### config.mk
export PLATFORM = sky130hd
export DESIGN_NAME = store_merge_unit
export DESIGN_NICKNAME = d
export VERILOG_FILES = /design/src/rtl/store_size_pkg.sv /design/src/rtl/store_lane_merge.sv /design/src/rtl/store_merge_unit.sv
export SDC_FILE = /design/constraint.sdc
export NUM_CORES = 1
export LEC_CHECK = 0
export CORE_ASPECT_RATIO = 1.5
export CORE_UTILIZATION = 51
export DETAILED_ROUTE_END_ITERATION = 16
export HOLD_SLACK_MARGIN = 0.05
export PLACE_DENSITY = 0.93
export SYNTH_ARGS = -nofsm -noshare
export SYNTH_HDL_FRONTEND = slang
export SYNTH_HIERARCHICAL = 1
export SYNTH_SLANG_ARGS = --single-unit
### constraint.sdc
create_clock -name clk -period 4.63 [get_ports clk]
set_input_delay 0.6945 -clock clk [delete_from_list [all_inputs] [get_ports clk]]
set_output_delay 0.6945 -clock clk [all_outputs]
set_load 0.05 [all_outputs]
### src/rtl/store_size_pkg.sv
// Shared store-size codes and FSM state encoding
// for the store merge unit.
package store_size_pkg;

    localparam logic [1:0] SZ_WORD = 2'd0;
    localparam logic [1:0] SZ_HALF = 2'd1;
    localparam logic [1:0] SZ_BYTE = 2'd2;
    localparam logic [1:0] SZ_RSVD = 2'd3;

    typedef enum logic [2:0] {
        IDLE  = 3'd0,
        READ  = 3'd1,
        WRITE = 3'd2,
        DONE  = 3'd3,
        ERR   = 3'd4
    } state_t;

endpackage

### src/rtl/store_lane_merge.sv
// Combinational lane merge: overlays half/byte store data
// onto the captured memory word at the given byte offset.
module store_lane_merge
    import store_size_pkg::*;
#(
    parameter int DATA_W = 32,
    parameter int OFF_W  = $clog2(DATA_W / 8)
) (
    input  logic [DATA_W-1:0] i_old,
    input  logic [DATA_W-1:0] i_wdata,
    input  logic [1:0]        i_size,
    input  logic [OFF_W-1:0]  i_off,
    output logic [DATA_W-1:0] o_merged
);

    localparam logic [DATA_W-1:0] HALF_M = DATA_W'(16'hFFFF);
    localparam logic [DATA_W-1:0] BYTE_M = DATA_W'(8'hFF);

    logic [OFF_W+2:0]  w_sh;
    logic [DATA_W-1:0] w_mask;
    logic [DATA_W-1:0] w_data;

    assign w_sh = {i_off, 3'b000};

    always_comb begin
        w_mask = '1;
        w_data = i_wdata;
        unique case (1'b1)
            (i_size == SZ_HALF): begin
                w_mask = HALF_M << w_sh;
                w_data = (i_wdata & HALF_M) << w_sh;
            end
            (i_size == SZ_BYTE): begin
                w_mask = BYTE_M << w_sh;
                w_data = (i_wdata & BYTE_M) << w_sh;
            end
            default: begin
            end
        endcase
        o_merged = (i_old & ~w_mask) | (w_data & w_mask);
    end

endmodule

### src/rtl/store_merge_unit.sv
// Sequential store unit: word stores write directly,
// half/byte stores run read-modify-write on the memory port.
module store_merge_unit
    import store_size_pkg::*;
#(
    parameter int DATA_W  = 32,
    parameter int ADDR_W  = 32,
    parameter int MEM_LAT = 1
) (
    input  logic              clk,
    input  logic              reset,
    input  logic              start,
    input  logic [ADDR_W-1:0] addr,
    input  logic [DATA_W-1:0] wdata,
    input  logic [1:0]        size,
    output logic [ADDR_W-1:0] mem_addr,
    output logic              mem_wr,
    output logic [DATA_W-1:0] mem_wdata,
    input  logic [DATA_W-1:0] mem_rdata,
    output logic              busy,
    output logic              done,
    output logic              misalign
);

    localparam int BYTES = DATA_W / 8;
    localparam int OFF_W = $clog2(BYTES);
    localparam int CNT_W = (MEM_LAT > 1) ? $clog2(MEM_LAT) : 1;
    localparam logic [CNT_W-1:0] LAST_CNT = CNT_W'(MEM_LAT - 1);

    state_t            r_state;
    state_t            w_next;
    logic [ADDR_W-1:0] r_addr;
    logic [DATA_W-1:0] r_wdata;
    logic [DATA_W-1:0] r_rdata;
    logic [1:0]        r_size;
    logic [CNT_W-1:0]  r_lat_cnt;

    logic [OFF_W-1:0]  w_in_off;
    logic              w_in_ok;
    logic              w_read_last;
    logic              w_accept;
    logic [DATA_W-1:0] w_merged;
    logic [ADDR_W-1:0] w_word_addr;

    assign w_in_off    = addr[OFF_W-1:0];
    assign w_accept    = (r_state == IDLE) && start;
    assign w_read_last = (r_state == READ) && (r_lat_cnt == LAST_CNT);
    assign w_word_addr = {r_addr[ADDR_W-1:OFF_W], {OFF_W{1'b0}}};

    always_comb begin
        w_in_ok = 1'b0;
        unique case (1'b1)
            (size == SZ_WORD): w_in_ok = (w_in_off == '0);
            (size == SZ_HALF): w_in_ok = ~w_in_off[0];
            (size == SZ_BYTE): w_in_ok = 1'b1;
            default:           w_in_ok = 1'b0;
        endcase
    end

    always_comb begin
        w_next = r_state;
        case (r_state)
            IDLE: begin
                if (start) begin
                    if (!w_in_ok)
                        w_next = ERR;
                    else if (size == SZ_WORD)
                        w_next = WRITE;
                    else
                        w_next = READ;
                end
            end
            READ:    if (w_read_last) w_next = WRITE;
            WRITE:   w_next = DONE;
            DONE:    w_next = IDLE;
            ERR:     w_next = IDLE;
            default: w_next = IDLE;
        endcase
    end

    always_ff @(posedge clk or negedge reset) begin
        if (!reset) begin
            r_state   <= IDLE;
            r_addr    <= '0;
            r_wdata   <= '0;
            r_size    <= '0;
            r_rdata   <= '0;
            r_lat_cnt <= '0;
        end else begin
            r_state <= w_next;
            if (w_accept) begin
                r_addr  <= addr;
                r_wdata <= wdata;
                r_size  <= size;
            end
            if (r_state == READ)
                r_lat_cnt <= w_read_last ? '0 : r_lat_cnt + 1'b1;
            else
                r_lat_cnt <= '0;
            if (w_read_last)
                r_rdata <= mem_rdata;
        end
    end

    store_lane_merge #(
        .DATA_W (DATA_W),
        .OFF_W  (OFF_W)
    ) u_merge (
        .i_old    (r_rdata),
        .i_wdata  (r_wdata),
        .i_size   (r_size),
        .i_off    (r_addr[OFF_W-1:0]),
        .o_merged (w_merged)
    );

    // Address is only presented while the port is in use.
    assign mem_addr  = ((r_state == READ) || (r_state == WRITE))
                       ? w_word_addr : '0;
    assign mem_wr    = (r_state == WRITE);
    assign mem_wdata = mem_wr ? w_merged : '0;
    assign busy      = (r_state != IDLE);
    assign done      = (r_state == DONE) || (r_state == ERR);
    assign misalign  = (r_state == ERR);

endmodule

After elaboration in Yosys (flattened, before gate mapping)
Cells that the tools add are included.
{ "op_classes": {"add_sub_neg": 1, "eq_ne": 10, "shifts": 4, "mux": 12, "bitwise_logic": 6, "n_reduce_logical": 9} }
{ "op_table": {"columns": ["cell", "n"], "rows": [
  ["$pmux 32 s2", 2],
  ["$and 32x32->32", 2],
  ["$mux 32", 2],
  ["$not 32->32", 1],
  ["$or 32x32->32", 1],
  ["$shl 16x5->32", 1],
  ["$shl 16x5->32 const A", 1],
  ["$shl 8x5->32", 1],
  ["$shl 8x5->32 const A", 1],
  ["$mux 3", 3],
  ["$pmux 3 s3", 1],
  ["$eq 3x2->1 const B", 2],
  ["$eq 2x1->1 const B", 2],
  ["$eq 2x2->1 const B", 2],
  ["$logic_not 2->1", 2],
  ["$ne 2x2->1 const B", 2],
  ["$eq 3x1->1 const B", 1],
  ["$eq 3x3->1 const B", 1],
  ["$logic_not 3->1", 1],
  ["$pmux 1 s3", 1],
  ["$reduce_bool 3->1", 1],
  ["$logic_and 1x1->1", 2],
  ["$logic_or 1x1->1", 2],
  ["$mux 1", 2],
  ["other kinds (4)", 5]
]} }
{ "totals": {"reg_bits": 102, "inputBits": 101, "out_inout_bits": 68, "elab_cells": 48} }

Depth between registers and ports, before layout
Gate-level depths: netlist of the first run.
{ "logic_depth": {"depth_word": 6, "mapped_depth": 9, "mapped_depth_nobuf": 6} }

By module
The synthesis of the first run kept the hierarchy.
{ "by_module_without_submodules": {"columns": ["module", "instances", "cells_each", "area_each_um2", "seq_area_each_um2"], "rows": [
  ["store_merge_unit", 1, 306, 4499.3, 2552.4],
  ["store_lane_merge", 1, 131, 929.6, 0.0]
]} }

Least setup slack after synthesis of the first run
No wires, ideal clock.
{ "synth_timing": {"kind": "register -> output", "from": "register r_state[2]", "to": "output done", "t_arrival_ns": 2.254, "t_required_ns": 3.936, "setup_slack_ns": 1.681, "stages_incl_launch_ff": 4, "path_buffers": 1, "path_cell_list": "dfrtp_1 -> buf_4 -> nor3b_1 -> o21bai_1"} }
{ "synth_via": {"elab_chain_cells": 2, "elab_cells_between_ends": 3, "classes_between": "2 x eq/ne; 1 x reduce/logical"} }
{ "synth_lines": {"columns": ["item", "line", "source"], "rows": [
  ["start, declared", "store_merge_unit.sv:30", "state_t r_state;"],
  ["start signal, assigned", "store_merge_unit.sv:90", "r_state <= w_next;"],
  ["$eq 3x3->1", null, null],
  ["net misalign", "store_merge_unit.sv:22", "output logic misalign"],
  ["$logic_or 1x1->1", "store_merge_unit.sv:122", "assign done = (r_state == DONE) || (r_state == ERR);"],
  ["end, declared", "store_merge_unit.sv:21", "output logic done,"]
]} }
The timed path passes the listed nets, and every way through them passes these cells.

Worst setup path after layout of the first run
{ "layout_timing": {"from": "register r_size[0]", "to": "output mem_wdata[21]"} }
{ "layout_via": {"elab_chain_cells": 6, "elab_cells_between_ends": 9, "classes_between": "2 x eq/ne; 3 x mux; 4 x bitwise"} }
{ "layout_lines": {"columns": ["item", "line", "source"], "rows": [
  ["start, declared", "store_merge_unit.sv:35", "logic [1:0] r_size;"],
  ["start signal, assigned", "store_merge_unit.sv:94", "r_size <= size;"],
  ["$eq 2x2->1 or $eq 2x1->1 (tied branches)", "store_lane_merge.sv:33, store_lane_merge.sv:29", null],
  ["$pmux 32 s2", "store_lane_merge.sv:28", "unique case (1'b1)"],
  ["$not 32->32", "store_lane_merge.sv:40", "o_merged = (i_old & ~w_mask) | (w_data & w_mask);"],
  ["$and 32x32->32", "store_lane_merge.sv:40", null],
  ["$or 32x32->32 (*)", "store_lane_merge.sv:40", null],
  ["net w_merged[21]", "store_merge_unit.sv:42", "logic [DATA_W-1:0] w_merged;"],
  ["$mux 32 (*)", "store_merge_unit.sv:120", "assign mem_wdata = mem_wr ? w_merged : '0;"],
  ["end, declared", "store_merge_unit.sv:18", "output logic [DATA_W-1:0] mem_wdata,"]
]} }
The timed path passes the listed nets; every way through them passes the cells marked *.

==> results of run 1 <==
## power breakdown
group          total, µW  internal [µW]  switching (µW)
Sequential          1750           1340             405
Clock                772            437             335
Combinational       3530           1660            1870
Total               6040           3440            2610
## cells in the final DEF, fill, tap and decap left out, types with 9 or more instances in the layout
| cell type | instances |
|---|---|
| mux2_2 | 71 |
| clkbuf_16 | 9 |
| and2_1 | 62 |
| nor2b_1 | 9 |
| o21ai_0 | 9 |
| nand2_1 | 19 |
| nand2b_1 | 21 |
| clkdlybuf4s50_1 | 165 |
| nor3_1 | 9 |
| dfrtp_1 | 102 |
| mux2_4 | 30 |
## flip-flops by register name, indices dropped and copies added, names as in the netlist
register,cells
r_addr,32
r_rdata,32
r_wdata,32
r_state,3
r_size,2
r_lat_cnt,1
## routing by layer
metal | routed length [µm] | part of all wire (%) | vias up
met2 | 7250 | 53 | 163
met5 | 0 | 0 | -
met4 | 609 | 4.4 | 0
li1 | - | - | 1843
met3 | 792 | 5.8 | 41
met1 | 5070 | 37 | 1937
## stage by stage
step	utilization, %	setup WS, ns	area [µm²]
CTS	71.9	0.703	7370
global route	71.9	0.490	7370
detailed placement	68.9	1.09	7060
finish	71.9	0.686	7370
floorplan	-	1.68	5440
global placement	68.9	1.15	7060
## kinds of logic (layout without fill, tap and decap cells)
family | count (synthesis) | count (layout) | share of synthesized area, %
simple gates | 134 | 134 | 15.1
flops | 102 | 102 | 47.0
fa+ha+maj | 1 | 1 | 0.230
buf+inv | 35 | 189 | 4.72
other cells | 1 | 3 | 0.0691
mux | 106 | 106 | 24.1
compound gates | 58 | 58 | 8.85
## critical path, cell delays in order, from the launching register on
cell	delay, ns
dfrtp_1	0.34
inv_1	0.05
ha_1	0.55
or2_1	0.45
nor3b_4	0.39
a221o_1	0.20
and2_1	0.12
clkdlybuf4s50_1	0.80
## worst max-delay path by stage
| stage | from | to | slack [ns] | cells past startpoint |
|---|---|---|---|---|
| detailed placement | r_size[0]$_DFFE_PN0P_ | mem_wdata[21] | 1.09 | 7 |
| finish | r_size[0]$_DFFE_PN0P_ | mem_wdata[21] | 0.69 | 7 |
| floorplan | r_state[2]$_DFFE_PN0P_ | done | 1.68 | 3 |
| global route | r_size[0]$_DFFE_PN0P_ | mem_wdata[18] | 0.49 | 7 |
| global placement | r_size[0]$_DFFE_PN0P_ | mem_wdata[18] | 1.15 | 7 |
| CTS | r_size[0]$_DFFE_PN0P_ | mem_wdata[21] | 0.70 | 7 |
## layout make-up
cell class | count | area share [%]
multi-input combinational | 302 | 35.7
timing repair buffer | 170 | 22.9
tap | 141 | 2.39
inverter | 3 | 0.153
clock inverter | 6 | 0.951
sequential | 102 | 34.6
clock buffer | 10 | 3.24
==> flow_metrics.tcl, run 1 <==
set metrics [dict create \
    multi_input_area_um2 2630 \
    reg2reg_depth 4 \
    fmax_mhz 254 \
    synth_top_area_cell "dfrtp_1" \
    period_minus_slack_ns 3.94 \
    synth_edf_count 0 \
    rsz0062_at_grt "false" \
    synth-seq-area-share_pct 47.0 \
    die_h_um 128 \
    ys_ff_latch 102 \
    setup_viol 0 \
    grt_pass1_vias 4321 \
    synthesis.area_um2 5430 \
    cts_setup_buffers 0 \
    p_total_uw 6040 \
    crit_required_ns 3.94 \
    drive_gt1_share_pct 23.1 \
    synth.area.top_cells "dfrtp_1 (47%), mux2_2 (15%), mux2_4 (8.3%), and2_1 (7.3%), nand2b_1 (2.4%)" \
    arrival_ns 3.25 \
    syn_inst 437 \
    yosys_warnings 6 \
    route.detailed.drc 0 \
    drt_iter0_drc 243 \
    cts_tree "yes" \
    slew_headroom_pct 30.6 \
    critical_path_class "reg2out" \
    grtUsageTotal_pct 25.7 \
    wl_mm 13.7 \
    die_area_um2 11100 \
    area_delta_synth_final_pct 35.8 \
    ff2ff_setup_slack_ns 2.01 \
    antenna_cells 0 \
    routedWlPerCell_um 18.7 \
    core_um2 10200 \
    die_w_um 86.2 \
    yosysTopAreaCellShare_pct 47.0 \
    async_flop_share_pct 100 \
    dr.pass1.iters 4 \
    synthFlopType "dfrtp_1" \
    hold_slack_ns 0.428 \
    slew_viol_final 0 \
    end_kind "output pin" \
    met3_usage_pct 6.22 \
    cts_max_level 3 \
    gr-usage-met2_pct 45.7 \
    finalHoldViolations 0 \
    drv_cap 0 \
    worstMarginPinSlew_ns 1.04 \
    cts_root_buf "clkbuf_16" \
    cts_sinks 102 \
    final_cells 734 \
    worst_setup_path_start_kind "flip-flop" \
    port_buffers 166 \
    syn_area_per_cell_um2 12.4 \
    postCtsHoldBufs 0 \
    status "finished clean" \
    synth_most_common_cell "dfrtp_1" \
    hp-class "in2async" \
    busiest_layer "met2" \
    fin_skew_ns 0.00801 \
    final.setup.tns_ns 0 \
    clk_latency_ns 0.35 \
    seq_area_um2 2550 \
    numCtsBuffers 9 \
    io_pins 169 \
    ant_nets 0 \
    rows 45 \
    fin_nets 690 \
    routabilityCongestion 0.884 \
    ys_types 41 \
    grt_overflow 0 \
    grt_pass1_wl_mm 21.5 \
    clk_pin_slew_worst_paths_ns 0.07 \
    clockBufferDepth 2 \
    met1_usage_pct 27.8 \
    floorplan.initialDensity_pct 53.0 \
    power_density_nw_per_um2 820 \
    fin_crit_sh_pct 85.2 \
    r2r-start "r_state[2]$_DFFE_PN0P_" \
    cts_resized 0 \
    vias 3984 \
    crit_path_max_fanout 24 \
    fillers 736 \
    dpl.cell_count 718 \
    dpl.hpwl_mm 10.2 \
    leakage_uw 0.00300 \
    ir_drop_uv 460 \
    grt_max_degree 63 \
    vias_per_cell 5.43 \
    antenna_found_initial 0 \
    yosys-top-cells-count "dfrtp_1 (102), mux2_2 (71), and2_1 (63)" \
    worstReg2RegEnd "r_addr[18]$_DFFE_PN0P_" \
]
Power figures use the tool's default switching activity.
==> inputs of run 2 (changes only) <==
Settings changed: CORE_MARGIN from default to 8.
==> run 2 against run 1 <==
Compared with the run above:
- routed wire length grew 6.8%
- register-to-register slack is essentially flat
- fmax shrank 0.97%
- power grew 0.45%
- cell count grew 0.54%
- via count shrank 0.30%
- largest cell class unchanged
- highest routed layer unchanged
==> flow_metrics.tcl, run 2 (same netlist as run 1, synthesis figures left out) <==
set metrics [dict create \
    status "finished clean" \
    swShare_pct 43.2 \
    grt_max_degree 77 \
    final_util_pct 70.4 \
    crit_path_max_fanout 28 \
    crit_required_ns 3.94 \
    ir_drop_uv 653 \
    rsz0062_at_grt "false" \
    slew_viol_final 0 \
    port_buffers 166 \
    clk_pin_slew_worst_paths_ns 0.07 \
    multi_input_area_um2 2630 \
    setup_viol 0 \
    final_cells 738 \
    core_um2 10500 \
    dr.pass1.iters 4 \
    fillers 772 \
    hp-class "reg2reg" \
    finalHoldViolations 0 \
    cts_tree "yes" \
    period_minus_slack_ns 3.98 \
    ant_nets 0 \
    die_w_um 100 \
    cts_max_level 3 \
    vias_per_cell 5.38 \
    numCtsBuffers 9 \
    fin_crit_sh_pct 86.0 \
    intPower_uw 3450 \
    cts_setup_buffers 0 \
    cts_sinks 102 \
    vias 3972 \
    cts_resized 0 \
    final.setup.tns_ns 0 \
    antenna_found_initial 1 \
    area_delta_synth_final_pct 35.8 \
    fin_skew_ns 0.00892 \
    slew_headroom_pct 32.1 \
    p_seq_share_pct 28.8 \
    p_comb_share_pct 58.6 \
    setup_slack_ns 0.648 \
    leakage_uw 0.00300 \
    grt_pass1_wl_mm 23.0 \
    clockBufferDepth 2 \
    grtUsageTotal_pct 20.9 \
    pre_cts_slack_ns 1.01 \
    rows 46 \
    wl_mm 14.7 \
    drv_cap 0 \
    worstMarginPinSlew_ns 1.02 \
    fmax_mhz 251 \
    drive_gt1_share_pct 22.9 \
    die_area_um2 14300 \
    cts_root_buf "clkbuf_16" \
    route.detailed.drc 0 \
    io_pins 169 \
    die_h_um 142 \
    drt_iter0_drc 188 \
    dpl.hpwl_mm 11.0 \
    p_switching_uw 2620 \
    final_common_cell "clkdlybuf4s50_1" \
    final_cell_mix "clkdlybuf4s50_1 (165), dfrtp_1 (102), mux2_2 (71), and2_1 (62), mux2_4 (30)" \
    arrival_ns 3.29 \
    routedWlPerCell_um 19.9 \
    power_density_nw_per_um2 823 \
    fin_nets 691 \
    postCtsHoldBufs 0 \
    seq_area_um2 2550 \
    dpl.cell_count 722 \
    worst_setup_path_start_kind "flip-flop" \
    p_clk_share_pct 12.5 \
    routabilityCongestion 0.849 \
    clk_latency_ns 0.34 \
    critical_path_class "reg2out" \
    end_kind "output pin" \
    grt_pass1_vias 4356 \
    floorplan.initialDensity_pct 51.8 \
    grt_overflow 0 \
    top_regs "r_addr (32), r_rdata (32), r_wdata (32)" \
]
[run 2: cell count changes in the layout (fill, tap and decap cells not counted)]
cell,delta
clkinv_2,-1
clkinv_4,-1
buf_4,+1
diode_2,+1
clkbuf_1,+1
[run 2: critical path: stages (launching register included)]
cell             delay, ns
dfrtp_1               0.34
inv_1                 0.05
ha_1                  0.59
or2_1                 0.46
nor3b_4               0.39
a221o_1               0.20
and2_1                0.12
clkdlybuf4s50_1       0.80
[run 2: metal layers]
metal | track usage, % | vias to the layer above | part of all wire (%)
met5 | 0 | - | 0
met4 | 11.4 | 0 | 4.5
met3 | 7.49 | 41 | 7.9
met2 | 35.5 | 156 | 52
met1 | 22.0 | 1936 | 36
li1 | - | 1839 | -
[run 2: final timing paths]
path	from	end	slack (ns)	cells after the start
max in group asynchronous	reset	r_wdata[18]$_DFFE_PN0P_	3.19	2
worst min-delay path	r_addr[9]$_DFFE_PN0P_	r_addr[9]$_DFFE_PN0P_	0.48	1
min in group asynchronous	reset	r_rdata[4]$_DFFE_PN0P_	0.51	1
worst min register to register	r_addr[9]$_DFFE_PN0P_	r_addr[9]$_DFFE_PN0P_	0.48	1
worst max register to register	r_state[2]$_DFFE_PN0P_	r_addr[19]$_DFFE_PN0P_	2.02	4
worst max-delay path	r_size[0]$_DFFE_PN0P_	mem_wdata[17]	0.65	7
[run 2: power groups by stage]
stage	combinational [µW]	sequential, µW	clock [µW]
after global placement	3470	1730	0
after detailed placement	3560	1750	0
final	3560	1750	762
after floorplan	2780	1560	0
after global routing	3780	1810	817
after CTS	3580	1740	779
[run 2: cell type report]
class	count	share of cell area, %
Antenna cell	1	0.0339
Clock buffer	11	3.29
Clock inverter	4	0.763
Inverter	3	0.153
Multi-Input combinational cell	302	35.7
Sequential cell	102	34.6
Tap cell	144	2.44
Timing Repair Buffer	171	23.0
[run 2: per-stage QoR]
stage / area, µm² / hold slack [ns] / power (µW)
final: 7370 / 0.484 / 6070
after global routing: 7370 / 0.490 / 6410
after CTS: 7370 / 0.487 / 6100
after detailed placement: 7070 / 0.470 / 5310
after global placement: 7070 / 0.463 / 5200
after floorplan: 5440 / 0.399 / 4340
